$ cat src/rtl/seq_magnitude_compare.sv
// Multi-cycle MSB-first magnitude comparator, DIGIT bits per clock, start/done handshake.
// Optional macro SEQ_CMP_EARLY_EXIT_EN: finish as soon as the first differing digit is seen.
module seq_magnitude_compare #(
    parameter int WIDTH  = 16,
    parameter int DIGIT  = 4,
    parameter int SIGNED = 0
) (
    input  logic             clk,
    input  logic             reset,
    input  logic             start,
    input  logic [WIDTH-1:0] a,
    input  logic [WIDTH-1:0] b,
    output logic             ready,
    output logic             done,
    output logic             gt,
    output logic             eq,
    output logic             lt
);

    // state  | meaning
    // S_IDLE | waiting for start, ready = 1
    // S_RUN  | comparing one digit per cycle, MSB digit first
    // S_DONE | loading results; done pulses on the way back to idle
    typedef enum logic [1:0] {S_IDLE, S_RUN, S_DONE} state_t;

    localparam int NDIG  = WIDTH / DIGIT;
    localparam int CNT_W = (NDIG > 1) ? $clog2(NDIG) : 1;
    // Flipping the sign bit maps two's complement onto offset binary.
    localparam logic [WIDTH-1:0] MSB_MASK = (SIGNED != 0) ? (WIDTH'(1) << (WIDTH - 1)) : '0;

    state_t           state, state_nxt;
    logic [WIDTH-1:0] a_sh, b_sh;
    logic [CNT_W-1:0] cnt;
    logic             decided, pend_gt, pend_lt;
    logic [DIGIT-1:0] dig_a, dig_b;
    logic             diff;

    assign dig_a = a_sh[WIDTH-1 -: DIGIT];
    assign dig_b = b_sh[WIDTH-1 -: DIGIT];
    assign diff  = (dig_a != dig_b);

    always_ff @(posedge clk or posedge reset) begin
        if (reset) state <= S_IDLE;
        else       state <= state_nxt;
    end

    always_comb begin
        state_nxt = state;
        ready     = 1'b0;
        case (state)
            S_IDLE: begin
                ready = 1'b1;
                if (start) state_nxt = S_RUN;
            end
            S_RUN: begin
                if (cnt == '0) state_nxt = S_DONE;
`ifdef SEQ_CMP_EARLY_EXIT_EN
                if (!decided && diff) state_nxt = S_DONE;
`endif
            end
            S_DONE:  state_nxt = S_IDLE;
            default: state_nxt = S_IDLE;
        endcase
    end

    always_ff @(posedge clk or posedge reset) begin
        if (reset) begin
            a_sh    <= '0;
            b_sh    <= '0;
            cnt     <= '0;
            decided <= 1'b0;
            pend_gt <= 1'b0;
            pend_lt <= 1'b0;
            done    <= 1'b0;
            gt      <= 1'b0;
            eq      <= 1'b0;
            lt      <= 1'b0;
        end else begin
            done <= 1'b0;
            case (state)
                S_IDLE: begin
                    if (start) begin
                        a_sh    <= a ^ MSB_MASK;
                        b_sh    <= b ^ MSB_MASK;
                        cnt     <= CNT_W'(NDIG - 1);
                        decided <= 1'b0;
                        pend_gt <= 1'b0;
                        pend_lt <= 1'b0;
                    end
                end
                S_RUN: begin
                    // Only the first differing digit decides; later ones are ignored.
                    if (!decided && diff) begin
                        decided <= 1'b1;
                        pend_gt <= (dig_a > dig_b);
                        pend_lt <= !(dig_a > dig_b);
                    end
                    a_sh <= a_sh << DIGIT;
                    b_sh <= b_sh << DIGIT;
                    if (cnt != '0) cnt <= cnt - 1'b1;
                end
                S_DONE: begin
                    done <= 1'b1;
                    gt   <= pend_gt;
                    lt   <= pend_lt;
                    eq   <= ~decided;
                end
                default: ;
            endcase
        end
    end

endmodule

$ cat config.mk
export PLATFORM = sky130hd
export DESIGN_NAME = seq_magnitude_compare
export DESIGN_NICKNAME = d
export VERILOG_FILES = /design/src/rtl/seq_magnitude_compare.sv
export SDC_FILE = /design/constraint.sdc
export NUM_CORES = 1
export LEC_CHECK = 0
export CAP_MARGIN = 5
export CORE_UTILIZATION = 39
export DETAILED_ROUTE_END_ITERATION = 7
export PLACE_DENSITY = 0.65
export SLEW_MARGIN = 0
export SYNTH_ARGS = -nofsm -noshare
export SYNTH_HDL_FRONTEND = slang
export SYNTH_SLANG_ARGS = --single-unit
$ cat constraint.sdc
create_clock -name clk -period 1.6 [get_ports clk]
set_input_delay 0.32 -clock clk [delete_from_list [all_inputs] [get_ports clk]]
set_output_delay 0.32 -clock clk [all_outputs]
set_load 0.05 [all_outputs]
==> results.md <==
* Status: completed
* Sw frac at 39.9%
* Drt wl/cell at 11.3 µm
* Cts hold-fix bufs at 0
* Clock Skew at 0.00339 ns
* Post-Syn Area at 2070 µm²
* Clk pwr share at 13.5%
* # rows at 26
* Internal power at 0.00307 W
* Setup crit end kind: output pin
* Crit Path Class: reg2out
* Crit path cell chain: nor2_2 -> buf_12
* Drt total wl at 3720 µm
* Design Power at 0.00510 W
* Startpoint Class: flop
* Tmin final at 1.42 ns
* Pre-CTS setup slack at -0.0809 ns
* Slew HR at 81.0%
* Share of the synthesized area in the top cell type at 52.0%
* TritonCTS clock tree: yes
* Sequential Power Share at 36.6%
* Cell count after placement at 322
* Die H at 74.9 µm
* Ys async rst share at 100%
* Residual DRC count at 0
* CP max FO at 5
* Via density at 4.68
* Most numerous cell in the Yosys netlist: nand2_1
* Max IR drop VDD at 752 µV
* Max Root-Sink Buffers at 2
* Vias in the first global route at 1541
* Setup bufs post-CTS at 0
* Post-Syn Nets at 257
* Leading area contributor after synthesis: dfrtp_1
* Buffers and inverters on the worst path at 1
* Layout fillers at 487
* Detail Placement HPWL at 2610 µm
* Combinational Power Share at 49.9%
* Pwr dens at 1910 nW/µm²
* CTS root buffer: clkbuf_8
* Crit-path leading delay family: flip-flops
* Synth warn at 0
* Post-Layout Cell Count at 329
* Die X at 74.9 µm
* CP max stage delay at 0.45 ns
* Final Cycle Share at 89.0%
* Top post-synthesis cells by area: dfrtp_1 52%, nand2_1 12%, a31oi_2 10%, nor2_1 4.7%, o21ai_0 3.1%
* First-pass GRT wire length at 6620 µm
* Max frequency at 702 MHz
* Final setup fails at 0
* CTS Buf Count at 5
* Crit-path slowest cell: dfrtp_1
* Synth unique cells at 25
* Antenna fix cells at 0
* I/O Pins at 40
* Core Util, Final at 52.2%
* Layout cells sized above 1 at 17.0%
* DRT antenna net count at 0
* Clk Latency, worst-skew pair at 0.29 ns
* Unrepaired setup endpoints after global routing: false
* Fin. max-slew vios at 0
* Max_cap viols at 0
* P_leak at 1.17 nW
* Critical Path AT at 1.10 ns
* Mapped Avg Cell Area at 9.54 µm²
* Pre-antenna DRT Iters at 4
* Initial drt markers at 70
* Hold Path Class: in2async
* Register area share after synthesis at 52.0%
* Data required, critical path at 1.28 ns
* Routability cong. at 0.728
* Post-synth EDFFs at 0
* Initial antenna violation count at 0
* Vias after detailed routing at 1541
* Total Routing Usage GR at 15.8%
* Core box area at 5110 µm²
* #FFs+latches synth at 43
* Area added between synthesis and finish at 28.7%
* H-tree depth at 2
* Final Hold Violating Endpoints at 0
* Initial Util at 40.5%
* Largest net degree at the start of global routing at 45
* Worst slew pin tran at 0.286 ns
* Post-CTS resize count at 0
* Grt total ovfl at 0
* Clock sink count at 43
* Sw power at 0.00203 W
* PnR worst setup slack at 0.176 ns
* Synth top cells by count: 65 x nand2_1, 43 x dfrtp_1, 26 x nor2_1
* Ys flop type: dfrtp_1
* PortBufs at 39
* Nets@finish at 299
* Worst Hold Slack at 0.358 ns
* Mapped Cells at 217
* Die area at 5600 µm²
* Clk slew on worst S/H paths at 0.07 ns
## power groups by stage
| stage | clock network, W | registers (W) | logic, W |
|---|---|---|---|
| floorplan | 0 | 0.00193 | 0.00188 |
| global placement | 0 | 0.00188 | 0.00250 |
| detailed placement | 0 | 0.00189 | 0.00258 |
| CTS | 0.000713 | 0.00187 | 0.00259 |
| global route | 0.000766 | 0.00194 | 0.00290 |
| finish | 0.000688 | 0.00187 | 0.00255 |
## worst reg2reg max path, cell delays in order, from the launching register on
cell and delay, ns:
dfrtp_1 0.41, ha_1 0.32, nand4_1 0.11, nand3b_2 0.12, mux2_4 0.31
## worst paths after layout
path	startpoint	endpoint	slack, ns	cells after the start
setup / recovery	state[0]	ready	0.18	2
min in group clk	cnt[0]	cnt[0]	0.48	1
hold / removal	reset	a_sh[13]	0.36	3
setup reg to reg	a_sh[13]	pend_gt	0.21	4
max in group asynchronous	reset	done	1.03	3
hold reg to reg	cnt[0]	cnt[0]	0.48	1
## metrics by stage
stage               instance area (µm²)  TNS, ns
finish                             2670        0
global route                       2670        0
CTS                                2670        0
detailed placement                 2580   -0.880
global placement                   2580   -0.831
floorplan                          2070        0
## cells by family after synthesis
group	synth area share (%)
buffers and inverters	5.80
AO/OA/AOI/OAI	17.2
flip-flops	52.0
AND/OR/NAND/NOR	20.2
multiplexers	1.81
adder cells (fa/ha/maj)	3.02
## flip-flops by register name, indices dropped and copies added (netlist names)
name and cells:
pend_gt 1, decided 1, pend_lt 1, b_sh 16
done 1, cnt 2, gt 1, eq 1
state 2, lt 1, a_sh 16
## layout make-up
| type | count | area, µm² | share of cell area, % |
|---|---|---|---|
| Sequential cell | 43 | 1080 | 40.4 |
| Multi-Input combinational cell | 153 | 880 | 33.0 |
| Timing Repair Buffer | 47 | 500 | 18.8 |
| Tap cell | 70 | 87.6 | 3.29 |
| Clock buffer | 6 | 82.6 | 3.10 |
| Inverter | 9 | 33.8 | 1.27 |
| Clock inverter | 1 | 5.00 | 0.188 |
## layout by cell type, fill, tap and decap left out, types with 2 or more instances in the layout
cell | netlist | routed
a31oi_1 | 3 | 3
inv_1 | 9 | 8
ha_1 | 5 | 5
o21ai_1 | 3 | 3
o21ai_0 | 13 | 13
dfrtp_1 | 43 | 43
a31oi_2 | 17 | 17
clkdlybuf4s50_1 | 0 | 34
nor2_1 | 26 | 25
nor2b_1 | 2 | 2
nand2_1 | 65 | 65
mux2_2 | 2 | 2
a21oi_1 | 7 | 7
buf_4 | 4 | 8
buf_12 | 0 | 5
clkbuf_8 | 0 | 6
## per-layer routing
layer	up-vias	GRT usage, %	share of wire (%)
met5	-	0	0
met1	700	20.4	49
met4	0	5.03	1.2
met2	34	25.8	45
met3	5	4.42	4.6
li1	802	-	-
No activity file was read; power rests on OpenSTA's default activity.
